===== src/rtl/dla_xbar_pkg.sv =====
// Shared types for the aux-kernel crossbar config path: assembler
// state encoding, consumer-side packet view and beat slice helper.
package dla_xbar_pkg;

    localparam int unsigned XBAR_CFG_DW    = 32;
    localparam int unsigned XBAR_CFG_BEATS = 4;

    // Consumer-side view of a default-sized packet; beat0 is the LSBs.
    typedef struct packed {
        logic [XBAR_CFG_DW-1:0] beat3;
        logic [XBAR_CFG_DW-1:0] beat2;
        logic [XBAR_CFG_DW-1:0] beat1;
        logic [XBAR_CFG_DW-1:0] beat0;
    } xbar_cfg_pkt_t;

    typedef enum logic [0:0] {
        S_COLLECT = 1'b0,
        S_DISCARD = 1'b1
    } asm_state_e;

    // Bit offset of beat 'idx' inside a packet of 'dw'-bit beats.
    function automatic int unsigned beat_offset(
        input int unsigned idx,
        input int unsigned dw
    );
        return idx * dw;
    endfunction

endpackage


===== src/rtl/dla_xbar_config_pkt_fifo.sv =====
// DEPTH x WIDTH register FIFO, first-word fall-through head.
// Ports: clk, i_sclr, i_push/i_data, i_pop, o_head, o_count, o_full, o_empty.
module dla_xbar_config_pkt_fifo
    import dla_xbar_pkg::*;
#(
    parameter  int unsigned WIDTH = 128,
    parameter  int unsigned DEPTH = 2,
    localparam int unsigned CW    = $clog2(DEPTH + 1)
) (
    input  logic             clk,
    input  logic             i_sclr,
    input  logic             i_push,
    input  logic [WIDTH-1:0] i_data,
    input  logic             i_pop,
    output logic [WIDTH-1:0] o_head,
    output logic [CW-1:0]    o_count,
    output logic             o_full,
    output logic             o_empty
);

    localparam int unsigned     PW       = (DEPTH > 1) ? $clog2(DEPTH) : 1;
    localparam logic [PW-1:0]   PTR_LAST = PW'(DEPTH - 1);

    logic [WIDTH-1:0] mem_q [DEPTH];
    logic [PW-1:0]    wr_ptr_q;
    logic [PW-1:0]    rd_ptr_q;
    logic [CW-1:0]    count_q;
    logic [CW-1:0]    count_d;
    logic             do_push;
    logic             do_pop;

    function automatic logic [PW-1:0] ptr_inc(input logic [PW-1:0] p);
        return (p == PTR_LAST) ? '0 : p + PW'(1);
    endfunction

    assign o_full  = (count_q == CW'(DEPTH));
    assign o_empty = (count_q == '0);
    assign do_push = i_push && !o_full;
    assign do_pop  = i_pop && !o_empty;
    assign o_head  = mem_q[rd_ptr_q];
    assign o_count = count_q;

    always_comb begin
        count_d = count_q;
        if (do_push && !do_pop) begin
            count_d = count_q + CW'(1);
        end else if (do_pop && !do_push) begin
            count_d = count_q - CW'(1);
        end
    end

    always_ff @(posedge clk) begin
        if (i_sclr) begin
            for (int i = 0; i < int'(DEPTH); i++) begin
                mem_q[i] <= '0;
            end
            wr_ptr_q <= '0;
            rd_ptr_q <= '0;
            count_q  <= '0;
        end else begin
            if (do_push) begin
                mem_q[wr_ptr_q] <= i_data;
                wr_ptr_q        <= ptr_inc(wr_ptr_q);
            end
            if (do_pop) begin
                rd_ptr_q <= ptr_inc(rd_ptr_q);
            end
            count_q <= count_d;
        end
    end

endmodule


===== src/rtl/dla_xbar_config_loader.sv =====
// Assembles config beats into packets and queues them for the xbar FSM.
// Ports: clk, i_sclr, cfg beat stream in (valid/ready/data/last),
// packet stream out (valid/ready/data), o_pkt_count, o_beat_count, o_error.
// Optional: DLA_XBAR_CONFIG_LOADER_FRAME_CHECK_EN enables i_cfg_last
// framing check, the S_DISCARD state and the sticky o_error flag.
module dla_xbar_config_loader
    import dla_xbar_pkg::*;
#(
    parameter  int unsigned CONFIG_DATA_WIDTH = 32,
    parameter  int unsigned CONFIG_BEAT_COUNT = 4,
    parameter  int unsigned PKT_DEPTH         = 2,
    localparam int unsigned PKT_WIDTH = CONFIG_DATA_WIDTH * CONFIG_BEAT_COUNT,
    localparam int unsigned CNT_W     = $clog2(PKT_DEPTH + 1),
    localparam int unsigned BEAT_W    = $clog2(CONFIG_BEAT_COUNT + 1)
) (
    input  logic                         clk,
    input  logic                         i_sclr,
    input  logic                         i_cfg_valid,
    input  logic [CONFIG_DATA_WIDTH-1:0] i_cfg_data,
    input  logic                         i_cfg_last,
    output logic                         o_cfg_ready,
    output logic                         o_pkt_valid,
    output logic [PKT_WIDTH-1:0]         o_pkt_data,
    input  logic                         i_pkt_ready,
    output logic [CNT_W-1:0]             o_pkt_count,
    output logic [BEAT_W-1:0]            o_beat_count,
    output logic                         o_error
);

    localparam int unsigned     DW       = CONFIG_DATA_WIDTH;
    localparam logic [BEAT_W-1:0] LAST_IDX = BEAT_W'(CONFIG_BEAT_COUNT - 1);

    asm_state_e         state_q;
    asm_state_e         state_d;
    logic [BEAT_W-1:0]  beat_q;
    logic [BEAT_W-1:0]  beat_d;
    logic [PKT_WIDTH-1:0] stage_q;
    logic [PKT_WIDTH-1:0] stage_d;
    logic [PKT_WIDTH-1:0] push_data;
    logic               push;
    logic               pkt_full;
    logic               pkt_empty;
    logic               accept;
    logic               at_last;

    assign at_last = (beat_q == LAST_IDX);

    // Only the packet-completing beat needs a free queue slot, so
    // non-last beats keep flowing while the queue is full.
    assign o_cfg_ready  = (state_q == S_DISCARD) || !(at_last && pkt_full);
    assign accept       = i_cfg_valid && o_cfg_ready;
    assign o_beat_count = beat_q;
    assign o_pkt_valid  = !pkt_empty;

    // The final beat goes straight into the queue, bypassing staging.
    always_comb begin
        push_data = stage_q;
        push_data[beat_offset(CONFIG_BEAT_COUNT - 1, DW) +: DW] = i_cfg_data;
    end

`ifdef DLA_XBAR_CONFIG_LOADER_FRAME_CHECK_EN
    logic err_q;
    logic err_d;
    assign o_error = err_q;
`else
    logic unused_cfg_last;
    assign unused_cfg_last = i_cfg_last;
    assign o_error = 1'b0;
`endif

    always_comb begin
        state_d = state_q;
        beat_d  = beat_q;
        stage_d = stage_q;
        push    = 1'b0;
`ifdef DLA_XBAR_CONFIG_LOADER_FRAME_CHECK_EN
        err_d   = err_q;
`endif
        unique case (state_q)
            S_COLLECT: begin
                if (accept) begin
`ifdef DLA_XBAR_CONFIG_LOADER_FRAME_CHECK_EN
                    if (i_cfg_last != at_last) begin
                        // Early last or missing last: drop the frame.
                        beat_d = '0;
                        err_d  = 1'b1;
                        if (at_last) begin
                            state_d = S_DISCARD;
                        end
                    end else
`endif
                    if (at_last) begin
                        push   = 1'b1;
                        beat_d = '0;
                    end else begin
                        stage_d[beat_offset(int'(beat_q), DW) +: DW] = i_cfg_data;
                        beat_d = beat_q + BEAT_W'(1);
                    end
                end
            end
`ifdef DLA_XBAR_CONFIG_LOADER_FRAME_CHECK_EN
            S_DISCARD: begin
                if (accept && i_cfg_last) begin
                    state_d = S_COLLECT;
                    beat_d  = '0;
                end
            end
`endif
            default: begin
                state_d = S_COLLECT;
                beat_d  = '0;
            end
        endcase
    end

    always_ff @(posedge clk) begin
        if (i_sclr) begin
            state_q <= S_COLLECT;
            beat_q  <= '0;
            stage_q <= '0;
`ifdef DLA_XBAR_CONFIG_LOADER_FRAME_CHECK_EN
            err_q   <= 1'b0;
`endif
        end else begin
            state_q <= state_d;
            beat_q  <= beat_d;
            stage_q <= stage_d;
`ifdef DLA_XBAR_CONFIG_LOADER_FRAME_CHECK_EN
            err_q   <= err_d;
`endif
        end
    end

    dla_xbar_config_pkt_fifo #(
        .WIDTH (PKT_WIDTH),
        .DEPTH (PKT_DEPTH)
    ) u_pkt_fifo (
        .clk     (clk),
        .i_sclr  (i_sclr),
        .i_push  (push),
        .i_data  (push_data),
        .i_pop   (i_pkt_ready),
        .o_head  (o_pkt_data),
        .o_count (o_pkt_count),
        .o_full  (pkt_full),
        .o_empty (pkt_empty)
    );

endmodule


===== config.mk =====
export PLATFORM = sky130hd
export DESIGN_NAME = dla_xbar_config_loader
export DESIGN_NICKNAME = d
export VERILOG_FILES = /design/src/rtl/dla_xbar_pkg.sv /design/src/rtl/dla_xbar_config_pkt_fifo.sv /design/src/rtl/dla_xbar_config_loader.sv
export SDC_FILE = /design/constraint.sdc
export NUM_CORES = 1
export LEC_CHECK = 0
export CORE_MARGIN = 5
export CORE_UTILIZATION = 52
export CTS_CLUSTER_SIZE = 8
export DETAILED_ROUTE_END_ITERATION = 7
export PLACE_DENSITY = 0.77
export SKIP_LAST_GASP = 1
export SLEW_MARGIN = 20
export SYNTH_ARGS = -nofsm -noshare
export SYNTH_HDL_FRONTEND = slang
export SYNTH_SLANG_ARGS = --single-unit

===== constraint.sdc =====
create_clock -name clk -period 5.43 [get_ports clk]
set_input_delay 1.086 -clock clk [delete_from_list [all_inputs] [get_ports clk]]
set_output_delay 1.086 -clock clk [all_outputs]
set_load 0.05 [all_outputs]

==> results.toml, run 1 <==
[run_status]
status = "finished clean"

[clock_network]
root_buffer = "clkbuf_16"
ctsHoldBuffers = 0
clock-sinks = 360
clk-insertion-delay-late_ns = 0.54
cts_resized = 0
cts_setup_buffers = 0
htreeDepth = 2
cts.clk_slew.worst_paths_ns = 0.05
cts_inserted_buffers = 50
ctsLongestPathBuffers = 3
cts_tree = "built"

[layout]
final_cell_count_no_fill = 1766
antenna_cells = 0
syn_to_final_growth_pct = 19.95
nets = 1327
layout-drive-gt1-share_pct = 33.46

[yosys]
yosysSeqAreaShare_pct = 57.23
synth_nets = 1194
synth_area_um2 = 17070
synth.top_cells.by_area = "edfxtp_1, nor3b_2, dfxtp_1, mux2_2, mux2i_1"
synthCells = 1153
synth_top_cells_by_count = "edfxtp_1, nor3b_2, mux2_2, dfxtp_1, nand2b_1"
synth-edff-count = 256
synth_top_area_cell = "edfxtp_1"
yosysMostFrequentCell = "edfxtp_1"
synth_flop_cell = "edfxtp_1"
ys_types = 38
yosysTopAreaCellShare_pct = 45.03
async_flop_share_pct = 0
synth_warnings = 0
synth_seq_cells = 360
post_synth.cell_area_avg_um2 = 14.81

[timing]
hold_violations = 0
fin_crit_ns = 4.106
fin_skew_ns = 0.009201
setup_viol = 0
max_freq_mhz = 243.6
period_share_pct = 75.62
rsz0062_at_grt = "no"
slew_violations = 0
slew_headroom_pct = 26.64
setup_tns_ns = 0
worstMarginPinSlew_ns = 1.100
whs_ns = 0.4775

[global_routing]
antenna_found_initial = 0
grt_util_all_layers_pct = 20.81
grt_pass1_vias = 9988
grt_pass1_wl_mm = 58.99
gr-total-overflow = 0
grt_max_degree = 239

[setup_path]
timing.rr.end = "u_pkt_fifo.mem_q[0][127]"
r2r_slack_ns = 2.41
crit_chain = "buf_4 > mux2_2 > clkdlybuf4s50_1"
path_delay_family = "buffers and inverters"
regToRegStartpoint = "o_beat_count[0]"
cp_slowest_cell = "dfxtp_4"
cp_num_buf_inv = 2
reg2reg_depth = 5
worstPathMaxFanout = 50
critPathCaptureType = "output port"
cp_slowest_stage_delay_ns = 0.80
worstSetupStartpointType = "register"
cp.arrival_ns = 3.02
crit_required_ns = 4.34
worstSetupPathType = "register to output port"

[worst_hold_path]
holdPathEnd = "stage_q[22]"
hp-start = "stage_q[22]"
hold_depth = 2
hold_class = "register to register"

[power_and_ir_drop]
power_density_nw_per_um2 = 365.8
vdd_drop_max_v = 0.0002387
total_leakage_power_nw = 6.764

[floorplanning]
io-pin-count = 173
die_width_um = 191.2
design.core.area_um2 = 32450
dieArea_um2 = 36550
initial_core_util_pct = 52.60
rows = 66
die_h_um = 191.2

[drt]
vias = 9758
drtAntennaViolNets = 0
firstDrtPassIters = 7
wirelength_mm = 38.63
viasPerCell = 5.525
initialDrtViolationCount = 627
drc = 0
routedWlPerCell_um = 21.87

[placed_design]
dpl.cell_count = 1675
dp_hpwl_mm = 23.36
gp_congestion = 0.7443
io_buffer_count = 170

[run]
cap_viol_max_count = 0
## registers in the layout (all words and copies together) (netlist names), named ones only
| register | flops |
|---|---|
| u_pkt_fifo.mem_q | 256 |
| stage_q | 96 |
| o_beat_count | 3 |
| u_pkt_fifo.o_count | 2 |
| u_pkt_fifo.rd_ptr_q | 1 |
| u_pkt_fifo.wr_ptr_q | 1 |
## metrics by stage
step	power, W	utilization [%]	setup WS (ns)	area [um2]
after floorplan	0.004183	-	1.365	17080
after global placement	0.004654	58.50	1.329	18980
after detailed placement	0.004661	58.50	1.321	18980
after CTS	0.007554	63.01	1.272	20450
after global routing	0.007733	63.10	1.225	20480
final	0.007490	63.10	1.324	20480
## worst min-delay path, stage by stage, from the launching register on
cell	delay [ns]
dfxtp_1	0.31
nand2b_1	0.06
mux2i_1	0.05
## cell usage in the layout, fill, tap and decap left out, types with 37 or more instances in the layout
master / synthesis / layout
clkbuf_16: 0 / 53
nand2b_1: 99 / 97
nor3b_1: 58 / 58
dfxtp_1: 104 / 103
mux2i_1: 96 / 96
clkdlybuf4s50_1: 0 / 169
edfxtp_1: 256 / 256
mux2_2: 128 / 128
nor3b_2: 199 / 199
clkbuf_1: 55 / 37
## cell type report
| type | instances | area [um2] |
|---|---|---|
| repair buffers | 191 | 1922 |
| inverters | 3 | 11.26 |
| clock buffers | 90 | 1465 |
| flip-flops and latches | 360 | 9773 |
| well taps | 442 | 553.0 |
| multi-input cells | 680 | 6753 |
| fillers | 2416 | 11980 |
## worst max path at each step
stage | slack, ns | endpoint | start | cells past startpoint
after floorplan | 1.37 | u_pkt_fifo.mem_q[0][0] | i_cfg_valid | 6
after global placement | 1.33 | u_pkt_fifo.mem_q[0][120] | i_cfg_valid | 5
after detailed placement | 1.32 | u_pkt_fifo.mem_q[0][106] | i_cfg_valid | 5
after CTS | 1.27 | o_pkt_data[64] | register | 3
after global routing | 1.23 | o_pkt_data[64] | register | 3
final | 1.32 | o_pkt_data[64] | register | 3
## kinds of logic (layout without fill, tap and decap cells)
| family | Yosys count | count (layout) | share of synthesized area, % |
|---|---|---|---|
| AO/OA/AOI/OAI | 10 | 10 | 0.3738 |
| flip-flops | 360 | 360 | 57.23 |
| multiplexers | 224 | 224 | 14.07 |
| AND/OR/NAND/NOR | 438 | 438 | 24.51 |
| adder cells (fa/ha/maj) | 4 | 4 | 0.2932 |
| buffers and inverters | 113 | 284 | 3.349 |
| other | 1 | 1 | 0.02197 |
| XOR/XNOR | 3 | 3 | 0.1539 |
## per-layer routing
layer  part of all wire (%)  track usage (%)  vias to the layer above
met5                      0                0                        -
met4                    2.4            5.718                        0
met3                    4.5            3.360                       63
met2                     50            35.32                      223
met1                     43            27.92                     4953
li1                       -                -                     4519
## report_power, final
group / internal, W / switching [W]
combinational: 0.000541 / 0.000954
clock: 0.00179 / 0.00110
sequential: 0.00303 / 0.0000727
total: 0.00537 / 0.00212
Note: power is estimated with default switching activity, not from simulation.
==> run 2: changes to the inputs <==
==> constraint.sdc (replaced) <==
create_clock -name clk -period 3.6 [get_ports clk]
set_input_delay 0.72 -clock clk [delete_from_list [all_inputs] [get_ports clk]]
set_output_delay 0.72 -clock clk [all_outputs]
set_load 0.05 [all_outputs]
==> run 2 against run 1 <==
Net effect:
- total power up 52%
- die area unchanged
- sequential power up 50%
- register-to-register slack worse by 1.2 ns
- routed wire length up 0.79%
- global-route usage up 0.41 points
- cell area up 0.70%
- setup slack worse by 1.1 ns
- via count up 0.24%
- critical path type unchanged
- critical endpoint is now o_pkt_data[12]
- largest cell class unchanged
- largest power group unchanged
==> results.toml, run 2 (synthesis gave the netlist of run 1 again) <==
[layout]
antenna_cells = 0
fillers = 2377
stdcell_area_um2 = 20620
most-common-layout-cells = "edfxtp_1, nor3b_2, clkdlybuf4s50_1"
largest_reg_flops = 256
syn_to_final_growth_pct = 20.79
layout_commonest_cell = "edfxtp_1"
layout-drive-gt1-share_pct = 33.48
top_register = "u_pkt_fifo.mem_q"
nets = 1329

[setup_path]
reg2reg_depth = 7
critPathCaptureType = "output port"
cp_num_buf_inv = 2
cp_slowest_stage_delay_ns = 0.72
cp_slowest_cell = "clkdlybuf4s50_1"
r2r_slack_ns = 1.18
worstSetupStartpointType = "register"
cp.arrival_ns = 2.64
crit_chain = "buf_4 > mux2_2 > clkdlybuf4s50_1"
timing.rr.end = "stage_q[8]"
path_delay_family = "buffers and inverters"
crit_required_ns = 2.88
worstPathMaxFanout = 20
worstSetupPathType = "register to output port"
regToRegStartpoint = "o_beat_count[0]"

[run_status]
status = "finished clean"

[floorplanning]
io-pin-count = 173
design.core.area_um2 = 32450
die_width_um = 191.2
dieArea_um2 = 36550
initial_core_util_pct = 52.60
die_h_um = 191.2
rows = 66

[timing]
worstMarginPinSlew_ns = 0.9836
rsz0062_at_grt = "no"
period_share_pct = 93.41
setup_tns_ns = 0
max_freq_mhz = 297.4
slew_headroom_pct = 34.43
setup_viol = 0
fin_skew_ns = 0.01035
slew_violations = 0
fin_crit_ns = 3.363
hold_violations = 0

[power_and_ir_drop]
p_sw_share_pct = 28.36
clkPwrFrac_pct = 38.5
total_leakage_power_nw = 6.821
seqPwrFrac_pct = 40.9
power_density_nw_per_um2 = 551.0
power_frac_comb_pct = 20.6
vdd_drop_max_v = 0.0003675
internal-power_w = 0.008140
net-switching-power_w = 0.003222

[clock_network]
ctsLongestPathBuffers = 3
cts_inserted_buffers = 50
ctsHoldBuffers = 0
root_buffer = "clkbuf_16"
clock-sinks = 360
clk-insertion-delay-late_ns = 0.54
cts.clk_slew.worst_paths_ns = 0.05
cts_setup_buffers = 0
htreeDepth = 2
cts_tree = "built"
cts_resized = 0

[drt]
initialDrtViolationCount = 648
viasPerCell = 5.523
firstDrtPassIters = 5
vias = 9781
wirelength_mm = 38.93
drtAntennaViolNets = 0
routedWlPerCell_um = 21.98
drc = 0

[global_routing]
grt_pass1_vias = 10230
gr-total-overflow = 0
antenna_found_initial = 1
grt_max_degree = 130
grt_pass1_wl_mm = 60.17
grt_util_all_layers_pct = 21.22

[placed_design]
dpl-instance-area_um2 = 19140
dp_hpwl_mm = 23.25
io_buffer_count = 170
gp_congestion = 0.7636

[run]
cap_viol_max_count = 0

[worst_hold_path]
hp-start = "stage_q[19]"
hold_depth = 2
holdPathEnd = "stage_q[19]"
hold_class = "register to register"
## run 2: how the worst max path moves through the flow
| stage | end | depth (start not counted) |
|---|---|---|
| 2_1_floorplan | u_pkt_fifo.mem_q[0][0] | 6 |
| 3_3_place_gp | u_pkt_fifo.mem_q[1][44] | 5 |
| 3_5_place_dp | u_pkt_fifo.mem_q[1][75] | 5 |
| 4_1_cts | o_pkt_data[12] | 3 |
| 5_1_grt | o_pkt_data[12] | 3 |
| 6_report | o_pkt_data[12] | 3 |
## run 2: power groups by stage
stage               sequential (W)  combinational, W  clock, W
global route               0.00466           0.00243   0.00465
global placement           0.00472           0.00235         0
detailed placement         0.00473           0.00236         0
floorplan                  0.00471           0.00159         0
finish                     0.00465           0.00234   0.00438
CTS                        0.00465           0.00237   0.00445
## run 2: stage by stage
step	utilization, %	hold slack (ns)	total power [W]	cells	worst slack [ns]
after detailed placement	58.99	0.4701	0.007087	1678	0.5592
after CTS	63.54	0.4822	0.01147	1771	0.1882
after global routing	63.54	0.5016	0.01174	1771	0.1543
final	63.54	0.4773	0.01136	1771	0.2373
after floorplan	-	0.4502	0.006305	1153	0.4254
after global placement	58.99	0.4637	0.007076	1678	0.5629
## run 2: layout make-up
cell class	instances	area [um2]	area share, %
Multi-Input combinational cell	680	6753	32.75
Timing Repair Buffer	193	2054	9.963
Clock buffer	93	1476	7.160
Tap cell	442	553.0	2.682
Inverter	3	11.26	0.05461
Sequential cell	360	9773	47.39
## run 2: metal layers
metal	share of wire (%)	wire (um)	track usage [%]
met1	42	16420	28.46
met2	50	19530	35.64
met3	5.6	2165	3.981
met4	2.1	804	5.773
met5	0.023	9	0
## run 2: worst min-delay path: cells and delay by family (launching register included)
kind / cells / cell delay [ns]
flip-flops: 1 / 0.31
AND/OR/NAND/NOR: 1 / 0.07
multiplexers: 1 / 0.05
==> run 3: changes to the inputs <==
--- a/config.mk
+++ b/config.mk
@@ -6,12 +6,10 @@
 export NUM_CORES = 1
 export LEC_CHECK = 0
 export CORE_MARGIN = 5
-export CORE_UTILIZATION = 52
+export CORE_UTILIZATION = 40
 export CTS_CLUSTER_SIZE = 8
 export DETAILED_ROUTE_END_ITERATION = 7
-export PLACE_DENSITY = 0.77
 export SKIP_LAST_GASP = 1
-export SLEW_MARGIN = 20
 export SYNTH_ARGS = -nofsm -noshare
 export SYNTH_HDL_FRONTEND = slang
 export SYNTH_SLANG_ARGS = --single-unit
==> run 3 against run 2 <==
Net effect:
- setup slack better by 0.047 ns
- sequential share of layout area fell by 0.26 points
- total power increased by 0.64%
- first-iteration DRC count fell by 34%
- global-route usage decreased by 3.8 points
- utilization shrank 14 points
- via count decreased by 0.74%
- register-to-register slack got worse by 0.05 ns
- critical path depth stayed put
- highest routed layer is now met4
==> results.toml, run 3 (synthesis gave the netlist of run 1 again) <==
[setup_path]
critPathCaptureType = "output port"
worstSetupStartpointType = "register"
worstPathMaxFanout = 48
timing.rr.end = "stage_q[13]"
cp-endpoint = "o_pkt_data[102]"
regToRegStartpoint = "o_beat_count[0]"
reg2reg_depth = 6
worstSetupPathType = "register to output port"
cp.arrival_ns = 2.60
crit_required_ns = 2.88
r2r_slack_ns = 1.13

[timing]
rsz0062_at_grt = "no"
worstMarginPinSlew_ns = 1.015
fin_crit_ns = 3.316
slew_violations = 0
setup_viol = 0
max_freq_mhz = 301.6
hold_violations = 0
period_share_pct = 92.11
slew_headroom_pct = 32.33
whs_ns = 0.4812
fin_skew_ns = 0.01395
setup_tns_ns = 0

[global_routing]
grt_max_degree = 130
antenna_found_initial = 1
grt_util_all_layers_pct = 17.41
gr-total-overflow = 0
grt_pass1_vias = 9999
grt_pass1_wl_mm = 63.24

[clock_network]
cts_resized = 0
cts.clk_slew.worst_paths_ns = 0.05
htreeDepth = 2
cts_inserted_buffers = 50
cts_tree = "built"
ctsLongestPathBuffers = 3
clk-insertion-delay-late_ns = 0.57
clock-sinks = 360
cts_setup_buffers = 0
root_buffer = "clkbuf_16"
ctsHoldBuffers = 0

[placed_design]
dp_hpwl_mm = 24.93
io_buffer_count = 170
gp_congestion = 0.7292

[layout]
syn_to_final_growth_pct = 21.45
fillers = 3636
fin_util_pct = 49.32
nets = 1329
antenna_cells = 0
layout_commonest_cell = "edfxtp_1"
most-common-layout-cells = "edfxtp_1, nor3b_2, clkdlybuf4s50_1"
largest_reg_flops = 256
top_register = "u_pkt_fifo.mem_q"
layout-drive-gt1-share_pct = 33.46

[power_and_ir_drop]
vdd_drop_max_v = 0.0003398
power_density_nw_per_um2 = 551.6
total_leakage_power_nw = 6.819

[floorplanning]
die_h_um = 216.6
initial_core_util_pct = 40.61
rows = 75
io-pin-count = 173
die_width_um = 216.6
dieArea_um2 = 46910
design.core.area_um2 = 42040

[drt]
routedWlPerCell_um = 22.28
viasPerCell = 5.195
firstDrtPassIters = 6
wirelength_mm = 41.64
vias = 9709
drtAntennaViolNets = 0
drc = 0
initialDrtViolationCount = 425

[worst_hold_path]
hold_class = "register to register"

[run]
cap_viol_max_count = 0

[run_status]
status = "finished clean"
run 3: cell count changes in the layout (fill, tap and decap cells not counted), sizes merged:
cell	previous run	this run
clkbuf	93	94
run 3: where the power goes:
part / internal [W] / switching, W
registers: 0.00457 / 0.0000741
clock network: 0.00273 / 0.00172
logic: 0.000841 / 0.00151
total: 0.00813 / 0.00330
run 3: layout make-up:
| type | count | area [um2] | area share, % |
|---|---|---|---|
| Tap cell | 539 | 674.4 | 3.253 |
| Timing Repair Buffer | 193 | 2042 | 9.849 |
| Multi-Input combinational cell | 680 | 6753 | 32.57 |
| Inverter | 3 | 11.26 | 0.05431 |
| Sequential cell | 360 | 9773 | 47.14 |
| Clock buffer | 94 | 1480 | 7.139 |
run 3: stage by stage:
step | cell area [um2] | setup WS (ns) | power (W) | instances
after floorplan | 17090 | 0.4254 | 0.006305 | 1153
after global placement | 19250 | 0.5848 | 0.007107 | 1775
after detailed placement | 19250 | 0.5696 | 0.007108 | 1775
after global routing | 20730 | 0.1743 | 0.01186 | 1869
final | 20730 | 0.2841 | 0.01144 | 1869
after CTS | 20730 | 0.2126 | 0.01161 | 1869
run 3: routing by layer:
layer / share of wire [%] / GRT usage (%) / vias up / wire length, um
met5: 0 / 0 / - / 0
li1: - / - / 4538 / -
met2: 50 / 29.38 / 181 / 20740
met4: 2.1 / 4.410 / 0 / 884
met3: 5.3 / 4.466 / 56 / 2215
met1: 43 / 22.52 / 4934 / 17800
run 3: how the worst min path moves through the flow:
stage                     slack, ns  depth (start not counted)                   to           startpoint
after floorplan                0.45                          2          stage_q[29]          stage_q[29]
after global placement         0.46                          2  u_pkt_fifo.wr_ptr_q  u_pkt_fifo.wr_ptr_q
after detailed placement       0.47                          2          stage_q[25]          stage_q[25]
after CTS                      0.48                          2  u_pkt_fifo.wr_ptr_q  u_pkt_fifo.wr_ptr_q
after global routing           0.50                          2          stage_q[46]          stage_q[46]
final                          0.48                          2           stage_q[7]           stage_q[7]
run 3: worst max-delay path, stage by stage (launching register included):
cell and delay (ns):
dfxtp_4 0.53, buf_12 0.32, mux2_2 0.38, clkdlybuf4s50_1 0.75
